[config.mk]
export PLATFORM = sky130hd
export DESIGN_NAME = uart_note_sequencer
export DESIGN_NICKNAME = d
export VERILOG_FILES = /design/src/rtl/music_pkg.sv /design/src/rtl/sync_fifo.sv /design/src/rtl/uart_note_sequencer.sv
export SDC_FILE = /design/constraint.sdc
export NUM_CORES = 1
export LEC_CHECK = 0
export ABC_AREA = 1
export CORE_ASPECT_RATIO = 0.8
export CORE_MARGIN = 1.5
export CORE_UTILIZATION = 25
export CTS_BUF_LIST = sky130_fd_sc_hd__clkbuf_8
export CTS_CLUSTER_SIZE = 16
export DETAILED_ROUTE_END_ITERATION = 10
export SLEW_MARGIN = 5
export SYNTH_ARGS = -nofsm -noshare
export SYNTH_HDL_FRONTEND = slang
export SYNTH_SLANG_ARGS = --single-unit
[constraint.sdc]
create_clock -name sys_clk -period 8.1 [get_ports sys_clk]
set_input_delay 1.62 -clock sys_clk [delete_from_list [all_inputs] [get_ports sys_clk]]
set_output_delay 1.62 -clock sys_clk [all_outputs]
set_load 0.1 [all_outputs]
[src/rtl/music_pkg.sv]
// Shared constants and types for the UART note sequencer: packet headers,
// FSM state encodings and the FIFO note entry.
package music_pkg;

  localparam logic [7:0] HDR_NOTE  = 8'hA5;
  localparam logic [7:0] HDR_CTRL  = 8'hC3;
  localparam logic [7:0] CMD_FLUSH = 8'h00;

  typedef enum logic [1:0] {
    S_HDR,
    S_TONE,
    S_DUR,
    S_CMD
  } parse_state_t;

  typedef enum logic [1:0] {
    P_IDLE,
    P_LOAD,
    P_PLAY,
    P_GAP
  } play_state_t;

  typedef struct packed {
    logic [7:0] tone;
    logic [7:0] dur;
  } note_t;

  localparam int NOTE_W = $bits(note_t);

endpackage

[src/rtl/sync_fifo.sv]
// Single-clock FIFO with registered storage and occupancy counter.
// A push while full is accepted when a pop happens in the same cycle.
module sync_fifo #(
  parameter int WIDTH = 16,
  parameter int DEPTH = 16
) (
  input  logic             clk,
  input  logic             rst_n,
  input  logic             clr,
  input  logic             push,
  input  logic             pop,
  input  logic [WIDTH-1:0] din,
  output logic [WIDTH-1:0] dout,
  output logic             full,
  output logic             empty
);

  localparam int AW = $clog2(DEPTH);

  logic [WIDTH-1:0] mem [DEPTH];
  logic [AW-1:0]    wr_ptr;
  logic [AW-1:0]    rd_ptr;
  logic [AW:0]      count;
  logic             do_push;
  logic             do_pop;

  assign empty   = (count == '0);
  assign full    = (count == (AW+1)'(DEPTH));
  assign do_pop  = pop && !empty;
  assign do_push = push && (!full || do_pop);
  assign dout    = mem[rd_ptr];

  always_ff @(posedge clk or negedge rst_n) begin
    if (!rst_n) begin
      wr_ptr <= '0;
      rd_ptr <= '0;
      count  <= '0;
    end else if (clr) begin
      wr_ptr <= '0;
      rd_ptr <= '0;
      count  <= '0;
    end else begin
      if (do_push) wr_ptr <= wr_ptr + AW'(1);
      if (do_pop)  rd_ptr <= rd_ptr + AW'(1);
      case ({do_push, do_pop})
        2'b10:   count <= count + (AW+1)'(1);
        2'b01:   count <= count - (AW+1)'(1);
        default: count <= count;
      endcase
    end
  end

  always_ff @(posedge clk) begin
    if (do_push && !clr) mem[wr_ptr] <= din;
  end

endmodule

[src/rtl/uart_note_sequencer.sv]
// Parses UART note/control packets into a note FIFO and plays the queued
// notes back-to-back on music_tone/tone_en, timed by an internal 1 ms tick.
//
// state  | meaning
// S_HDR  | waiting for a packet header, other bytes discarded
// S_TONE | note packet: next byte is the tone
// S_DUR  | note packet: next byte is the duration, push or drop
// S_CMD  | control packet: next byte is the command
// P_IDLE | nothing sounding, waiting for a queued note
// P_LOAD | popping the FIFO head into the timers
// P_PLAY | tone sounding, ms_left counting down
// P_GAP  | silent gap after a note
module uart_note_sequencer
  import music_pkg::*;
#(
  parameter int TICK_DIV    = 12000,
  parameter int FIFO_DEPTH  = 16,
  parameter int DUR_UNIT_MS = 10,
  parameter int GAP_MS      = 20
) (
  input  logic       sys_clk,
  input  logic       sys_rst_n,
  input  logic       uart_done,
  input  logic [7:0] uart_data,
  input  logic       music_stop,
  output logic [7:0] music_tone,
  output logic       tone_en,
  output logic       busy,
  output logic       fifo_full,
  output logic       overflow
);

  localparam int            TW        = (TICK_DIV > 1) ? $clog2(TICK_DIV) : 1;
  localparam logic [TW-1:0] TICK_LAST = TW'(TICK_DIV - 1);
  localparam logic [15:0]   GAP_LOAD  = 16'(GAP_MS);

  parse_state_t  p_state, p_nxt;
  play_state_t   pl_state, pl_nxt;
  logic [7:0]    tone_lat;
  logic          push, pop, flush, ovf_set, seg_done;
  logic          fifo_empty;
  note_t         push_note;
  note_t         head;
  logic [TW-1:0] tick;
  logic [15:0]   ms_left;
  logic [7:0]    tone_q;
  logic          en_q;

  assign flush     = uart_done && (p_state == S_CMD) && (uart_data == CMD_FLUSH);
  assign pop       = (pl_state == P_LOAD) && !flush;
  assign push_note = {tone_lat, uart_data};
  assign seg_done  = !music_stop && (tick == '0) && (ms_left == 16'd1);

  sync_fifo #(
    .WIDTH (NOTE_W),
    .DEPTH (FIFO_DEPTH)
  ) u_fifo (
    .clk   (sys_clk),
    .rst_n (sys_rst_n),
    .clr   (flush),
    .push  (push),
    .pop   (pop),
    .din   (push_note),
    .dout  (head),
    .full  (fifo_full),
    .empty (fifo_empty)
  );

  always_comb begin
    p_nxt   = p_state;
    push    = 1'b0;
    ovf_set = 1'b0;
    if (uart_done) begin
      case (p_state)
        S_HDR: begin
          if (uart_data == HDR_NOTE)      p_nxt = S_TONE;
          else if (uart_data == HDR_CTRL) p_nxt = S_CMD;
        end
        S_TONE: p_nxt = S_DUR;
        S_DUR: begin
          p_nxt = S_HDR;
          if (uart_data != 8'h00) begin
            if (!fifo_full || pop) push = 1'b1;
            else                   ovf_set = 1'b1;
          end
        end
        S_CMD:   p_nxt = S_HDR;
        default: p_nxt = S_HDR;
      endcase
    end
  end

  always_comb begin
    pl_nxt = pl_state;
    if (flush) begin
      pl_nxt = P_IDLE;
    end else begin
      case (pl_state)
        P_IDLE: if (!fifo_empty && !music_stop) pl_nxt = P_LOAD;
        P_LOAD: pl_nxt = P_PLAY;
        P_PLAY: if (seg_done) pl_nxt = (GAP_MS > 0) ? P_GAP : P_IDLE;
        P_GAP:  if (seg_done) pl_nxt = P_IDLE;
        default: pl_nxt = P_IDLE;
      endcase
    end
  end

  always_ff @(posedge sys_clk or negedge sys_rst_n) begin
    if (!sys_rst_n) begin
      p_state  <= S_HDR;
      pl_state <= P_IDLE;
      tone_lat <= 8'h00;
      overflow <= 1'b0;
    end else begin
      p_state  <= p_nxt;
      pl_state <= pl_nxt;
      if (uart_done && p_state == S_TONE) tone_lat <= uart_data;
      if (flush)        overflow <= 1'b0;
      else if (ovf_set) overflow <= 1'b1;
    end
  end

  // The same down-counters time both the note and the gap that follows it.
  always_ff @(posedge sys_clk or negedge sys_rst_n) begin
    if (!sys_rst_n) begin
      tone_q  <= 8'h00;
      en_q    <= 1'b0;
      tick    <= '0;
      ms_left <= 16'd0;
    end else if (flush) begin
      tone_q  <= 8'h00;
      en_q    <= 1'b0;
      tick    <= '0;
      ms_left <= 16'd0;
    end else begin
      case (pl_state)
        P_LOAD: begin
          tone_q  <= head.tone;
          en_q    <= (head.tone != 8'h00);
          ms_left <= 16'(head.dur) * 16'(DUR_UNIT_MS);
          tick    <= TICK_LAST;
        end
        P_PLAY, P_GAP: begin
          if (!music_stop) begin
            if (tick == '0) begin
              tick    <= TICK_LAST;
              ms_left <= ms_left - 16'd1;
              if (ms_left == 16'd1) begin
                tone_q <= 8'h00;
                en_q   <= 1'b0;
                if (pl_state == P_PLAY) ms_left <= GAP_LOAD;
              end
            end else begin
              tick <= tick - TW'(1);
            end
          end
        end
        default: ;
      endcase
    end
  end

  assign music_tone = music_stop ? 8'h00 : tone_q;
  assign tone_en    = en_q && !music_stop;
  assign busy       = (pl_state != P_IDLE) || !fifo_empty;

endmodule

# --- Word level (Yosys, flattened, before mapping) ---
# Memory sizes are Yosys's and may differ from the RTL's.
# Cells that the tools add are included.
# Widths: inputs -> output; s select.
classes:
  reduce_logical: 38
  eq_ne: 19
  n_mux: 47
  n_addsub: 6
  n_mul: 1
op_table:
  columns: ["cell", "n"]
  rows:
  - ["$mux 16", 5]
  - ["$mux 14", 3]
  - ["$mux 8", 5]
  - ["$pmux 16 s2", 1]
  - ["$pmux 14 s2", 1]
  - ["$ne 3x2->1 const B", 6]
  - ["$eq 16x1->1 const B", 1]
  - ["$eq 8x8->1 const B", 2]
  - ["$mux 1", 16]
  - ["$mux 4", 4]
  - ["$pmux 8 s2", 1]
  - ["$reduce_bool 8->1", 2]
  - ["$sub 16x1->16 const B", 1]
  - ["$logic_not 14->1", 1]
  - ["$sub 14x1->14 const B", 1]
  - ["$mux 2", 6]
  - ["$logic_and 1x1->1", 11]
  - ["$mul 8x3->11 const B", 1]
  - ["$eq 2x2->1 const B", 5]
  - ["$pmux 5 s2", 1]
  - ["$add 4x1->4 const B", 2]
  - ["$logic_not 8->1", 1]
  - ["$pmux 2 s4", 1]
  - ["$reduce_bool 2->1", 4]
  - ["17 further kinds", 29]
totals:
  out_inout_bits: 12
  inputBits: 12
  reg_bits: 65
  wordCells: 123
  ramBits: 256
  mem_count: 1
memory_table:
  columns: ["name", "depth", "word_bits", "read_ports", "rd_ports_with_merged_regs", "wr", "line_no", "text"]
  rows:
  - ["u_fifo.mem", 16, 16, 1, 0, 1, "sync_fifo.sv:20", "logic [WIDTH-1:0] mem [DEPTH];"]

# --- Logic depth before layout (Yosys ltp) ---
depth:
  ltp_word: 14
  mapped_depth: 22
  ltp_nobuf: 20

# --- Modules after synthesis ---
# A second synthesis with hierarchy kept.
unflattened:
  hier_cells: 1390
  hier_area_um2: 14756.7
by_module_without_submodules:
  columns: ["mod", "instances", "area_each_um2", "cells_each", "seq_area_each_um2"]
  rows:
  - ["sync_fifo", 1, 11074.4, 879, 8012.7]
  - ["uart_note_sequencer", 1, 3682.3, 511, 1301.2]

# --- Worst setup path before layout ---
# Ideal clock, no wire load.
synth_path:
  kind: "input to output"
  start: "input music_stop"
  end: "output music_tone[0]"
  required_ps: 6480
  slack_ps: 3398
  n_path_buf: 1
  arrival_time_ps: 3082
  path_stages: 2
  cell_sequence: "clkbuf_1 -> nor2_1"
synth_via:
  elab_chain_len: 1
synth_lines:
  columns: ["item", "line_no", "text"]
  rows:
  - ["start, declared", "uart_note_sequencer.sv:25", "input logic music_stop,"]
  - ["$mux 8", "uart_note_sequencer.sv:163", "assign music_tone = music_stop ? 8'h00 : tone_q;"]
  - ["end, declared", "uart_note_sequencer.sv:26", "output logic [7:0] music_tone,"]
# No other way between the ends.

# --- Worst setup path after layout ---
layout_path:
  start: "input music_stop"
  end: "output music_tone[7]"
# The elaborated chain is that of the path after synthesis.

==> results.cfg <==
[status]
status = complete, no violations

[cells_and_area]
diodes = 0
fin_nets = 1375
area_growth_pct = 13.9
finish.utilization_pct = 29.1
seq_area_um2 = 9320
drive_gt1_share_pct = 9.26
fillers = 5791
multiInputGateArea_um2 = 4330

[power_and_ir_drop]
powerDensity_nw_per_um2 = 388
p_leak_uw = 0.00599
vdd_ir_drop_max_mv = 0.171
total_power_uw = 6280

[die]
io_pins = 24
die-area_um2 = 58300
core-area_um2 = 55700
die_w_um = 270
row_count = 77
die_h_um = 216
start_util_pct = 25.5

[worst_setup_path]
path_cells = clkdlybuf4s50_1 -> nor2_1 -> clkdlybuf4s50_1
endpoint = music_tone[7]
reg2reg_slack_ns = 3.39
startpoint = music_stop
cp_slowest_cell = clkdlybuf4s50_1
critPathCaptureType = output pin
path_max_fanout = 12
critPathLaunchType = input port
ff2ff_path_depth = 17
r2r_start = u_fifo.rd_ptr[2]$_DFFE_PN0P_
critPathMaxStageDelay_ns = 1.15
cpMostUsedCell = clkdlybuf4s50_1
cp.arrival_ns = 3.75
reg2reg_to = ms_left[10]$_DFFE_PN0P_
required_ns = 6.48
crit_type = in2out

[sta]
final_hold_viol_count = 0
hold_ws_ns = 0.498
slew_violations = 0
fin_tns_setup_ns = 0
worst_slack_ns = 2.73
tightest_slew_ns = 1.07
rsz0062_at_grt = false
fmax_mhz = 186
final.period_utilization_pct = 66.3
fin_skew_ns = 0.0292
fin_crit_ns = 5.37
max_slew_margin_pct = 28.7
setup_violations = 0

[yosys]
mappedNetlistArea_um2 = 14200
synthesis.nets = 1343
avgSynthCellArea_um2 = 10.9
syn_inst = 1303
yosysWarnings = 0
synth_cell_types = 53
synth_edf_count = 256
yosys_register_bits = 321
ys.flop_type = edfxtp_1
yosysSeqAreaShare_pct = 65.5
ys_async_sr_fraction_pct = 20.2

[detailed_routing]
wl_per_cell_um = 17.7
first_pass_iters = 5
drcViolationCount = 0
vias = 9837
drtAntennaViolNets = 0
drt_iter0_markers = 1010
wl_um = 37600
viasPerCell = 4.64

[placement]
place_congestion = 0.818
hpwl_um = 24000
io_buffers = 23
post-place-ws_ns = 2.70

[hold_path]
holdCritStartpoint = tone_q[4]$_DFFE_PN0P_
holdCritPathClass = reg2reg

[cts]
numCtsBuffers = 47
clockBufferDepth = 3
postCtsSetupBuffers = 0
h-tree-depth = 2
ctsResizeCount = 0
insertion_delay_ns = 0.61
hold_buffers = 0
cts_tree = built
cts_root_buf = clkbuf_8
cts.sinks = 321
clkTransAtPathRegs_ns = 0.06

[grt]
grt_pass1_wl_um = 57200
grt_overflow_total = 0
antenna_found_initial = 0
grt_pass1_vias = 9380
grt_max_degree = 77
track_usage_pct = 12.8

[flow_run]
cap_violations = 0
[worst max-delay path, delay by kind of cell]
| kind | cells | cell delay, ns |
|---|---|---|
| buf+inv | 2 | 1.88 |
| simple gates | 1 | 0.24 |
[state kept, by name (all words and copies together), names as in the netlist]
signal	flops
u_fifo.rd_ptr	4
u_fifo.mem	256
p_state	2
u_fifo.count	5
overflow	1
ms_left	16
tone_lat	8
en_q	1
pl_state	2
tone_q	8
u_fifo.wr_ptr	4
tick	14
[layout by cell type (no fill, tap or decap), drive strengths merged, types with 5 or more instances in the layout]
master | Yosys | routed
nor3 | 12 | 12
clkdlybuf4s50 | 0 | 22
o221ai | 6 | 6
nor2 | 161 | 161
nand2 | 259 | 259
buf | 21 | 15
o211ai | 21 | 21
o22ai | 15 | 15
ha | 27 | 27
a22o | 8 | 8
inv | 96 | 110
a31oi | 7 | 7
o21ai | 135 | 135
edfxtp | 256 | 256
clkbuf | 33 | 52
a221oi | 5 | 5
nand3 | 68 | 68
clkinv | 1 | 19
xor2 | 7 | 7
nand4 | 23 | 23
dfrtp | 65 | 65
a21oi | 51 | 51
[report_power, final]
group	switching, uW	internal (uW)	total, uW
registers	268	2060	2330
clock network	645	628	1270
logic	1870	801	2670
total	2780	3490	6280
[cell usage after synthesis (2+ instances only)]
cell type  number  area, um^2
nand3_1        67         335
ha_1           27         338
buf_2          13        65.1
o221ai_1        6        52.6
clkbuf_1       33         124
o21ai_0       127         636
nor2_1        147         552
o21ai_1         8        40.0
o22ai_1        15        93.8
xor2_1          7        61.3
nor2_8          3        60.1
inv_2           4        15.0
nor2_4          2        22.5
o211ai_1       21         158
nand4_1        23         144
mux2_2          4        45.0
xnor2_1         4        35.0
nor3_1         11        55.1
nand2_2         2        12.5
a22o_1          8        70.1
dfrtp_1        65        1630
edfxtp_1      256        7690
nand2_4         3        33.8
o2111ai_1       3        26.3
a221oi_1        5        43.8
a21oi_1        50         250
o21a_1          3        22.5
buf_4           4        30.0
nor2_2          9        56.3
a31oi_1         7        43.8
buf_1           3        11.3
inv_1          90         338
nand2_1       253         950
[per-layer routing]
layer	track usage, %	vias up	routed length [um]
met5	0	-	0
met4	3.35	0	655
met3	2.71	57	3090
met2	18.1	356	15400
met1	19.5	4778	18500
li1	-	4646	-
[area by class of cell]
cell class,count,area share (%)
Sequential cell,321,57.5
Multi-Input combinational cell,831,26.7
Tap cell,750,5.80
Clock buffer,52,4.42
Inverter,97,2.32
Timing Repair Buffer,37,2.06
Clock inverter,33,1.15
[cells by family after synthesis]
logic type / after synthesis / synth area share, %
adders and majority gates: 28 / 2.52
buffers and inverters: 151 / 4.33
and+or+nand+nor: 528 / 16.1
muxes: 4 / 0.317
xor gates and xnor gates: 11 / 0.678
DFF: 321 / 65.5
AOI/OAI and AO/OA: 260 / 10.5
[per-stage QoR]
step,area [um^2],std cells
after CTS,16200,2121
after floorplan,14200,1303
final,16200,2121
after global routing,16200,2121
after global placement,15300,2036
after detailed placement,15300,2036
[worst min-delay path by stage]
stage | to | slack, ns | depth (start not counted)
2_1_floorplan | en_q$_DFFE_PN0P_ | 0.45 | 2
3_3_place_gp | ms_left[11]$_DFFE_PN0P_ | 0.48 | 2
4_1_cts | en_q$_DFFE_PN0P_ | 0.50 | 2
5_1_grt | en_q$_DFFE_PN0P_ | 0.53 | 2
6_report | tone_q[4]$_DFFE_PN0P_ | 0.50 | 1
3_5_place_dp | en_q$_DFFE_PN0P_ | 0.48 | 2
Power figures use the tool's default switching activity.
